--- config.mk ---
export PLATFORM = sky130hd
export DESIGN_NAME = alu_arbiter
export DESIGN_NICKNAME = d
export VERILOG_FILES = /design/src/rtl/alu_arbiter.sv
export SDC_FILE = /design/constraint.sdc
export NUM_CORES = 1
export LEC_CHECK = 0
export CORE_AREA = 2 2 109 111
export CTS_BUF_LIST = sky130_fd_sc_hd__clkbuf_16
export CTS_CLUSTER_DIAMETER = 200
export DETAILED_ROUTE_END_ITERATION = 8
export DIE_AREA = 0 0 111 113
export GPL_TIMING_DRIVEN = 0
export PLACE_DENSITY = 0.69
export SLEW_MARGIN = 20
export SYNTH_ARGS = -nofsm -noshare
export SYNTH_HDL_FRONTEND = slang
export SYNTH_SLANG_ARGS = --single-unit
export TNS_END_PERCENT = 5
--- constraint.sdc ---
create_clock -name clk -period 2 [get_ports clk]
set_input_delay 0.5 -clock clk [delete_from_list [all_inputs] [get_ports clk]]
set_output_delay 0.5 -clock clk [all_outputs]
set_load 0.02 [all_outputs]
--- src/rtl/alu_arbiter.sv ---
// rtl/alu_arbiter.sv - round-robin sharing of one combinational ALU among NREQ requesters
// Result and flags land in a one-entry response register tagged with the requester index.
module alu_arbiter #(
   parameter int NREQ = 2,
   parameter int IDW  = (NREQ > 2) ? $clog2(NREQ) : 1
) (
   input  logic                 clk,
   input  logic                 reset_n,
   input  logic [NREQ-1:0]      req_valid,
   output logic [NREQ-1:0]      req_ready,
   input  logic [3*NREQ-1:0]    req_ctrl,
   input  logic [32*NREQ-1:0]   req_a,
   input  logic [32*NREQ-1:0]   req_b,
   output logic [2:0]           alu_ctrl,
   output logic [31:0]          alu_a,
   output logic [31:0]          alu_b,
   input  logic [31:0]          alu_result,
   input  logic [3:0]           alu_flags,
   output logic                 rsp_valid,
   input  logic                 rsp_ready,
   output logic [IDW-1:0]       rsp_id,
   output logic [31:0]          rsp_result,
   output logic [3:0]           rsp_flags,
   output logic                 rsp_err
);

   logic [IDW-1:0]  ptr;
   logic [IDW-1:0]  hi_id;
   logic [IDW-1:0]  lo_id;
   logic [IDW-1:0]  gnt_id;
   logic            hi_any;
   logic            lo_any;
   logic            gnt_any;
   logic [NREQ-1:0] grant;
   logic            space;
   logic            accept;
   logic            illegal;

   // Lowest valid index at or above ptr wins; otherwise wrap to the lowest valid index.
   always_comb begin
      hi_any = 1'b0;
      hi_id  = '0;
      lo_any = 1'b0;
      lo_id  = '0;
      for (int i = NREQ - 1; i >= 0; i--) begin
         if (req_valid[i]) begin
            lo_any = 1'b1;
            lo_id  = IDW'(i);
            if (i >= int'(ptr)) begin
               hi_any = 1'b1;
               hi_id  = IDW'(i);
            end
         end
      end
      gnt_any = hi_any | lo_any;
      gnt_id  = hi_any ? hi_id : lo_id;
   end

   always_comb begin
      grant = '0;
      if (gnt_any) begin
         grant = NREQ'(1) << gnt_id;
      end
   end

   assign space     = ~rsp_valid | rsp_ready;
   assign accept    = gnt_any & space & reset_n;
   assign req_ready = grant & {NREQ{space & reset_n}};

   // AND-OR operand mux; all-zero drive when nothing is granted.
   always_comb begin
      alu_ctrl = '0;
      alu_a    = '0;
      alu_b    = '0;
      for (int i = 0; i < NREQ; i++) begin
         if (grant[i]) begin
            alu_ctrl = alu_ctrl | req_ctrl[3*i +: 3];
            alu_a    = alu_a    | req_a[32*i +: 32];
            alu_b    = alu_b    | req_b[32*i +: 32];
         end
      end
   end

   assign illegal = (alu_ctrl > 3'd4);

   always_ff @(posedge clk) begin
      if (!reset_n) begin
         ptr        <= '0;
         rsp_valid  <= 1'b0;
         rsp_id     <= '0;
         rsp_result <= '0;
         rsp_flags  <= '0;
         rsp_err    <= 1'b0;
      end else if (accept) begin
         rsp_valid <= 1'b1;
         rsp_id    <= gnt_id;
         ptr       <= (gnt_id == IDW'(NREQ - 1)) ? '0 : gnt_id + 1'b1;
         if (illegal) begin
            rsp_result <= '0;
            rsp_flags  <= '0;
            rsp_err    <= 1'b1;
         end else begin
            rsp_result <= alu_result;
            rsp_flags  <= alu_flags;
            rsp_err    <= 1'b0;
         end
      end else if (rsp_ready) begin
         rsp_valid <= 1'b0;
      end
   end

endmodule

### After elaboration in Yosys (flattened, before gate mapping)

Cells that the tools add are included.

* register bits: 40
* bits of input ports: 175
* logic and storage cells: 42

* $add $sub $neg: 1
* $lt $le $gt $ge: 2
* shift operators: 1
* muxes and demuxes: 21
* bitwise gates (word level): 10
* reductions and logical operators: 1

Operators with widths (number)
* 2-to-1 mux 32 bit: 5
* bitwise OR 32 bit: 2
* 2-to-1 mux 1 bit: 12
* 2-to-1 mux 3 bit: 2
* 2-to-1 mux 4 bit: 1
* bitwise AND 1 bit: 3
* greater-than comparator 3 bit, second input constant: 1
* bitwise OR 3 bit: 1
* bitwise AND 2 bit: 1
* 2-to-1 mux 2 bit: 1
* bitwise OR 1 bit: 2
* nonzero test 2 bit: 1
* << shifter 1 x 1 -> 2 bit, first input constant: 1
* adder 1 bit, second input constant: 1
* greater-or-equal comparator 1 bit, first input constant: 1
* NOT 1 bit: 1

### Depth between registers and ports, before layout

Gate-level depths: netlist of the first run.

* depth after elaboration: 11
* mapped depth: 6
* depth with buffers taken out: 4

### Least setup slack after synthesis of the first run

OpenSTA, ideal clock, no wires.

* path type: in2out
* from: in req_valid[0]
* to: out alu_a[10]
* arrival time: 1.441 ns
* required time: 1.500 ns
* setup slack: 0.059 ns
* stages: 6
* path buffers: 3
* cell sequence: nand2b_1 -> and2_1 -> clkbuf_1 -> buf_2 -> buf_2 -> a22o_1

* longest elaborated chain between the ends: 7
* elaborated cells on any way between the ends: 11
* those cells by class: shift: 1; mux: 8; bitwise: 2

RTL lines
* start: declaration: RTL line 9 `input logic [NREQ-1:0] req_valid,`
* 2-to-1 mux 1 bit: RTL line 46 `if (req_valid[i]) begin`
* 2-to-1 mux 1 bit: RTL line 56 `gnt_id = hi_any ? hi_id : lo_id;`
* << shifter 1 x 1 -> 2 bit: RTL line 62 `grant = NREQ'(1) << gnt_id;`
* 2-to-1 mux 2 bit *: RTL line 61 `if (gnt_any) begin`
* 2-to-1 mux 32 bit: RTL line 76 `if (grant[i]) begin`
* bitwise OR 32 bit: RTL line 78 `alu_a = alu_a | req_a[32*i +: 32];`
* 2-to-1 mux 32 bit *: RTL line 76
* end: declaration: RTL line 15 `output logic [31:0] alu_a,`

Every way passes the cells marked *; elsewhere a longest branch is shown, timed or not.

### Final worst setup path of the first run

* from: reg ptr
* to: out alu_b[2]

* longest elaborated chain between the ends: 9
* elaborated cells on any way between the ends: 12
* those cells by class: order compare: 1; shift: 1; mux: 8; bitwise: 2

RTL lines
* start: declaration: RTL line 27 `logic [IDW-1:0] ptr;`
* start signal: assignment: RTL line 97 `ptr <= (gnt_id == IDW'(NREQ - 1)) ? '0 : gnt_id + 1'b1;`
* greater-or-equal comparator 1 bit *: RTL line 49 `if (i >= int'(ptr)) begin`
* 2-to-1 mux 1 bit: RTL line 49
* 2-to-1 mux 1 bit: RTL line 46
* 2-to-1 mux 1 bit: RTL line 56
* << shifter 1 x 1 -> 2 bit: RTL line 62
* 2-to-1 mux 2 bit *: RTL line 61
* 2-to-1 mux 32 bit: RTL line 76
* bitwise OR 32 bit: RTL line 79 `alu_b = alu_b | req_b[32*i +: 32];`
* 2-to-1 mux 32 bit *: RTL line 76
* end: declaration: RTL line 16 `output logic [31:0] alu_b,`

Marks and branches as above.

==> metrics.txt, run 1 <==
final worst clock skew=0.00341 ns; Buffers & Inverters on Critical Path=3; final cell count without fillers=630; GRT busiest layer=met2; hpwl dp=9390 um; Pins Over Slew Limit=0; critical path's top delay family=buffers and inverters; Clock Tree Buf Depth=2; sequential cell area fraction in the yosys report=40.3%; number of vias in the routed layout=2859; total detailed-routing wirelength=11100 um; maximum fanout along the worst path=7; endpoint class of the critical path=primary output; Die Outline Area=12500 um2; flop and latch count out of synthesis=40; number of port buffers=282; DP Worst Slack=-1.35 ns; Synth Net Count=366; unrepaired setup endpoints after global routing=yes; pin count of the biggest net entering global routing=12; Antenna Violating Nets Remaining=0; Max transition margin=72.3%; max-cap viol count=0; CTS tree=yes; via count of the first global-routing pass=3022; overflow left after global routing=0; violated checks=setup timing; wire length of the first global-routing pass=16300 um; portion of the clock cycle consumed by the worst path in the final layout=104%; maximum clock rate=480 MHz; number of stages on the worst setup path=6; worst path required time=1.50 ns; hold_sp=rsp_id; global-route met1 utilization=17.5%; I/O pins=283; category of the worst setup path launch point=flop; Worst R2R Path Depth=6; final critical path time including I/O delays and setup=2.08 ns; arrival time of data at the critical path endpoint=1.58 ns; number of warnings issued by yosys=0; summed instance area of the synthesized netlist=1990 um2; number of antenna violations at the first check in global routing=1; cells traversed along the worst timing path=nand2b_4, and2_4, buf_12, buf_8, a22o_1, buf_6; leakage dissipation=2.24 nW; Placeable Area=11300 um2; clock-pin slew reported for the worst setup and hold paths after clock tree synthesis=0.06 ns; first element of the critical path=ptr; via density per instance=4.54; Critical Setup Path Class=reg -> out; hold-fix buffer count after cts=0; slowest stage cell on the critical path=sky130_fd_sc_hd__dfxtp_4; reg-to-reg startpoint=ptr; GR Layer Usage met3=4.34%; worst hold path stage count=2; Die Y=113 um; delay of the slowest cell on the worst path=0.36 ns; Cell Count Post-Placement=616; outcome=complete, but fails checks; global-route usage over all layers=16.3%; TritonCTS buffer count=5; count of standard-cell rows=39; iteration-0 DRC count of the detailed router=149; # setup viols final=37; Starting Density=17.6%; worst-case vdd ir drop=0.000564 V; later-pin clock latency in the skew report=0.27 ns; number of distinct library cells after synthesis=25; crit path setup slack, layout=-0.0828 ns; Detailed Routing Iterations Pass 1=4; Critical path destination=alu_b[2]; Area Overhead vs Synth=162%; die boundary width=111 um; count of endpoints failing hold in the final timing report=0; Mapped Cells=191; endpoint of the worst-slack reg-to-reg timing path=rsp_result[3]; share of final-layout standard cells stronger than drive strength 1=23.5%; gp weighted congestion=0.931; average size of a mapped cell=10.4 um2; CTS Root Cell=sky130_fd_sc_hd__clkbuf_16; DRC violation count after routing=0; per-cell routed wire length=17.6 um; Post-layout nets=660; number of H-tree branching levels=2; R2R Setup Slk=0.36 ns; met2 track demand over resource=31.1%; CTS sink count=40; Hold/Removal Path Class=reg -> reg; power density over the cells=569 nW/um2; Least-Margin Pin Slew=0.416 ns
-- sequential cells by signal, indices dropped and copies added, names as in the netlist --
signal      cells
rsp_result     32
rsp_err         1
rsp_id          1
ptr             1
rsp_flags       4
rsp_valid       1
-- placed cells by master (no fill, tap or decap), types with 2 or more instances in the layout --
cell type / n
sky130_fd_sc_hd__dfxtp_1: 39
sky130_fd_sc_hd__nand2b_4: 2
sky130_fd_sc_hd__buf_4: 9
sky130_fd_sc_hd__buf_8: 4
sky130_fd_sc_hd__o21ai_0: 3
sky130_fd_sc_hd__clkdlybuf4s50_1: 209
sky130_fd_sc_hd__inv_1: 3
sky130_fd_sc_hd__clkbuf_16: 6
sky130_fd_sc_hd__buf_6: 31
sky130_fd_sc_hd__a32o_2: 2
sky130_fd_sc_hd__a21oi_1: 2
sky130_fd_sc_hd__buf_12: 3
sky130_fd_sc_hd__clkbuf_4: 2
sky130_fd_sc_hd__nand2_1: 3
sky130_fd_sc_hd__clkbuf_8: 2
sky130_fd_sc_hd__clkbuf_1: 2
sky130_fd_sc_hd__nor2_1: 2
sky130_fd_sc_hd__a22o_4: 3
sky130_fd_sc_hd__clkbuf_2: 2
sky130_fd_sc_hd__a22o_1: 99
sky130_fd_sc_hd__buf_2: 41
-- final cells by class --
| type | count | area (um2) |
|---|---|---|
| diodes | 1 | 2.50 |
| inverters | 1 | 3.75 |
| clock buffers | 5 | 125 |
| well taps | 143 | 179 |
| fillers | 1112 | 6070 |
| repair buffers | 288 | 2720 |
| plain buffers | 21 | 228 |
| multi-input cells | 128 | 1120 |
| flip-flops and latches | 40 | 805 |
| clock inverters | 3 | 11.3 |
-- worst reg2reg max path: cells and delay by family (launching register included) --
family	cells	cell delay, ns
buf+inv	2	0.33
compound gates	3	0.76
flops	1	0.36
simple gates	1	0.14
-- worst min path at each step --
stage | endpoint
floorplan | ptr
detailed placement | rsp_id
global placement | rsp_id
global route | rsp_id
CTS | rsp_id
finish | rsp_id
-- per-layer routing --
layer,wire (um),vias up
li1,-,1366
met1,4200,1309
met2,5730,163
met3,840,21
met4,323,0
met5,0,-
-- power breakdown --
group / internal (mW) / switching [mW]
clock: 0.448 / 0.288
combinational: 0.758 / 0.567
sequential: 0.860 / 0.0351
total: 2.07 / 0.890
-- timing repair --
item | in CTS | in global routing
buffers inserted | 1 | 4
resized for setup | 367 | 27
endpoints found under the setup margin | 99 | 73
cloned | 0 | 1
pin swaps | 16 | 5
-- synthesized netlist by cell type --
cell type                  number  area share, %
sky130_fd_sc_hd__or2_0          1           0.32
sky130_fd_sc_hd__and3_1         2           0.63
sky130_fd_sc_hd__dfxtp_1       40             40
sky130_fd_sc_hd__nand3_1        1           0.25
sky130_fd_sc_hd__buf_6          3            1.7
sky130_fd_sc_hd__a22o_1       102             45
sky130_fd_sc_hd__buf_2          9            2.3
sky130_fd_sc_hd__clkbuf_2       1           0.25
sky130_fd_sc_hd__o21a_1         1           0.38
sky130_fd_sc_hd__nand2b_1       2           0.63
sky130_fd_sc_hd__a21oi_1        2           0.50
sky130_fd_sc_hd__a21boi_2       1           0.57
sky130_fd_sc_hd__nand3b_1       1           0.38
sky130_fd_sc_hd__a21oi_4        1           0.82
sky130_fd_sc_hd__nand2_1        3           0.57
sky130_fd_sc_hd__o21ai_0        3           0.76
sky130_fd_sc_hd__and2_1         1           0.32
sky130_fd_sc_hd__buf_1          1           0.19
sky130_fd_sc_hd__a32o_2         2            1.1
sky130_fd_sc_hd__clkbuf_1       8            1.5
sky130_fd_sc_hd__nor2b_1        1           0.32
sky130_fd_sc_hd__a21boi_0       1           0.38
sky130_fd_sc_hd__nor2_1         2           0.38
sky130_fd_sc_hd__or2_2          1           0.32
sky130_fd_sc_hd__inv_1          1           0.19
-- through the flow --
| step | power [mW] | hold slack [ns] | util (%) | TNS, ns | area, um2 |
|---|---|---|---|---|---|
| floorplan | 1.43 | 0.505 | - | 0 | 1990 |
| global placement | 2.21 | 0.445 | 44.3 | -91.99 | 4990 |
| detailed placement | 2.22 | 0.453 | 44.3 | -95.26 | 4990 |
| CTS | 2.94 | 0.460 | 44.9 | -2.28 | 5060 |
| global route | 3.09 | 0.493 | 46.1 | -4.29 | 5200 |
| finish | 2.96 | 0.457 | 46.1 | -1.72 | 5200 |
-- kinds of logic after synthesis --
kind of cell | count (synthesis) | share of synthesized area, %
and+or+nand+nor | 15 | 4.09
DFF | 40 | 40.3
AOI/OAI and AO/OA | 113 | 49.5
buffers and inverters | 23 | 6.11
Power figures use the tool's default switching activity.
==> run 2, diff against run 1 <==
--- a/config.mk
+++ b/config.mk
@@ -5,13 +5,13 @@
 export SDC_FILE = /design/constraint.sdc
 export NUM_CORES = 1
 export LEC_CHECK = 0
-export CORE_AREA = 2 2 109 111
+export CORE_AREA = 8 8 103 105
 export CTS_BUF_LIST = sky130_fd_sc_hd__clkbuf_16
 export CTS_CLUSTER_DIAMETER = 200
 export DETAILED_ROUTE_END_ITERATION = 8
 export DIE_AREA = 0 0 111 113
 export GPL_TIMING_DRIVEN = 0
-export PLACE_DENSITY = 0.69
+export PLACE_DENSITY = 0.83
 export SLEW_MARGIN = 20
 export SYNTH_ARGS = -nofsm -noshare
 export SYNTH_HDL_FRONTEND = slang
==> metrics.txt, run 2 (synthesis results as in run 1) <==
outcome=complete, but fails checks (unchanged); violated checks=setup timing (unchanged); leakage dissipation=2.27 nW (was 2.24 nW); Fill cells=757 (was 1112); hpwl dp=11100 um (was 9390 um); count of standard-cell rows=35 (was 39); worst path required time=1.50 ns (about the same); Clock Tree Buf Depth=2 (unchanged); final worst clock skew=0.00543 ns (was 0.00341 ns); max-cap viol count=0 (unchanged); hold-fix buffer count after cts=0 (unchanged); pin count of the biggest net entering global routing=13 (was 12); core occupancy in the finished layout=59.8% (was 46.1%); hold_sp=rsp_id (unchanged); crit path setup slack, layout=-0.0617 ns (was -0.0828 ns); footprint of the multi-input gates=1090 um2 (was 1120 um2); via count of the first global-routing pass=3164 (was 3022); iteration-0 DRC count of the detailed router=141 (was 149); maximum fanout along the worst path=7 (unchanged); # setup viols final=41 (was 37); Pins Over Slew Limit=0 (unchanged); top library cells by usage in the layout, fill and taps aside=sky130_fd_sc_hd__clkdlybuf4s50_1, sky130_fd_sc_hd__a22o_1, sky130_fd_sc_hd__buf_6 (was sky130_fd_sc_hd__clkdlybuf4s50_1, sky130_fd_sc_hd__a22o_1, sky130_fd_sc_hd__buf_2); unrepaired setup endpoints after global routing=yes (unchanged); Detailed Routing Iterations Pass 1=4 (unchanged); clock-pin slew reported for the worst setup and hold paths after clock tree synthesis=0.05 ns (was 0.06 ns); Least-Margin Pin Slew=0.430 ns (was 0.416 ns); Area Overhead vs Synth=170% (was 162%); registers with the highest flip-flop counts=rsp_result: 32 flops, rsp_flags: 4 flops (unchanged); count of endpoints failing hold in the final timing report=0 (unchanged); CTS sink count=40 (unchanged); reg-to-reg startpoint=ptr (unchanged); Hold/Removal Path Class=reg -> reg (unchanged); Starting Density=22.1% (was 17.6%); worst-case vdd ir drop=0.000537 V (was 0.000564 V); die boundary width=111 um (unchanged); portion of the clock cycle consumed by the worst path in the final layout=103% (was 104%); setup total negative slack=-1.50 ns (was -1.72 ns); TritonCTS buffer count=5 (unchanged); number of port buffers=282 (unchanged); share of final-layout standard cells stronger than drive strength 1=23.7% (was 23.5%); Critical Setup Path Class=reg -> out (unchanged); Die Y=113 um (unchanged); endpoint of the worst-slack reg-to-reg timing path=rsp_result[15] (was rsp_result[3]); Worst R2R Path Depth=6 (unchanged); endpoint class of the critical path=primary output (unchanged); Critical path destination=alu_a[30] (was alu_b[2]); wire length of the first global-routing pass=19100 um (was 16300 um); number of H-tree branching levels=2 (unchanged); CTS Root Cell=sky130_fd_sc_hd__clkbuf_16 (unchanged); Antenna Violating Nets Remaining=0 (unchanged); via density per instance=4.80 (was 4.54); Placeable Area=8980 um2 (was 11300 um2); I/O pins=283 (unchanged); per-cell routed wire length=21.6 um (was 17.6 um); Die Outline Area=12500 um2 (unchanged); sum of internal, switching and leakage power=3.05 mW (was 2.96 mW); gp weighted congestion=0.870 (was 0.931); R2R Setup Slk=0.39 ns (was 0.36 ns); register name with the most flops=rsp_result (unchanged); DP Worst Slack=-1.35 ns (about the same); number of vias in the routed layout=2889 (was 2859); arrival time of data at the critical path endpoint=1.56 ns (was 1.58 ns); total detailed-routing wirelength=13000 um (was 11100 um); overflow left after global routing=0 (unchanged); first element of the critical path=ptr (unchanged); later-pin clock latency in the skew report=0.27 ns (about the same); maximum clock rate=485 MHz (was 480 MHz); flip-flop count of the largest register, all copies and words added=32 (unchanged); final critical path time including I/O delays and setup=2.06 ns (was 2.08 ns); most common library cell in the layout ignoring fill and taps=sky130_fd_sc_hd__clkdlybuf4s50_1 (unchanged); CTS tree=yes (unchanged); number of antenna violations at the first check in global routing=1 (unchanged); global-route usage over all layers=19.4% (was 16.3%); Sequential cell area=805 um2 (unchanged); DRC violation count after routing=0 (unchanged); Post-layout nets=665 (was 660); power density over the cells=569 nW/um2 (about the same); Max transition margin=71.3% (was 72.3%); category of the worst setup path launch point=flop (unchanged)
-- run 2: cell types whose count changed in the layout (fill, tap and decap cells not counted), sizes merged --
cell,before,now
buf,88,91
dlymetal6s2s,1,0
inv,3,1
clkinvlp,0,1
clkdlybuf4s15,1,3
dlygate4sd2,1,0
clkdlybuf4s50,209,211
-- run 2: cell type report --
cell class                      count  area share (%)
Sequential cell                    40            15.0
Clock inverter                      2           0.233
Timing Repair Buffer              293            55.1
Buffer                             21            4.38
Antenna cell                        1          0.0466
Multi-Input combinational cell    128            20.3
Clock buffer                        5            2.33
Tap cell                          111            2.59
Inverter                            1          0.0699
-- run 2: routing by layer --
| metal | GRT usage (%) | part of all wire [%] | vias up | wire [um] |
|---|---|---|---|---|
| met5 | 0 | 0 | - | 0 |
| met4 | 6.04 | 2.8 | 0 | 359 |
| met3 | 6.98 | 7.9 | 22 | 1030 |
| met2 | 37.2 | 54 | 159 | 7040 |
| met1 | 18.7 | 35 | 1332 | 4570 |
| li1 | - | - | 1376 | - |
-- run 2: worst min-delay path by stage --
stage                         end  slack, ns  cells past startpoint
CTS                        rsp_id       0.47                      2
global route        rsp_result[8]       0.50                      1
finish                     rsp_id       0.46                      2
detailed placement         rsp_id       0.45                      2
global placement           rsp_id       0.44                      2
floorplan                     ptr       0.51                      2
-- run 2: stage by stage --
stage | std cells | instance area (um2) | hold WS [ns]
floorplan | 191 | 1990 | 0.505
CTS | 600 | 5280 | 0.465
finish | 602 | 5370 | 0.459
global route | 602 | 5370 | 0.495
global placement | 584 | 4950 | 0.443
detailed placement | 584 | 4950 | 0.454
-- run 2: where the power goes --
| part | total [mW] | internal, mW | switching [mW] |
|---|---|---|---|
| clock | 0.747 | 0.452 | 0.295 |
| combinational | 1.41 | 0.827 | 0.588 |
| sequential | 0.893 | 0.859 | 0.0334 |
| total | 3.05 | 2.14 | 0.916 |
-- run 2: repair_timing --
item,4_1_cts,5_1_grt
cloned,3,1
pin swaps,18,8
buffers inserted,7,0
gates resized for setup,429,20
endpoints found under the setup margin,69,65
-- run 2: critical path, cell delays in order, from the launching register on --
cell                        delay (ns)
sky130_fd_sc_hd__dfxtp_4          0.35
sky130_fd_sc_hd__nand2b_4         0.14
sky130_fd_sc_hd__and2_4           0.17
sky130_fd_sc_hd__buf_8            0.14
sky130_fd_sc_hd__clkbuf_16        0.15
sky130_fd_sc_hd__a22o_1           0.17
sky130_fd_sc_hd__buf_2            0.16
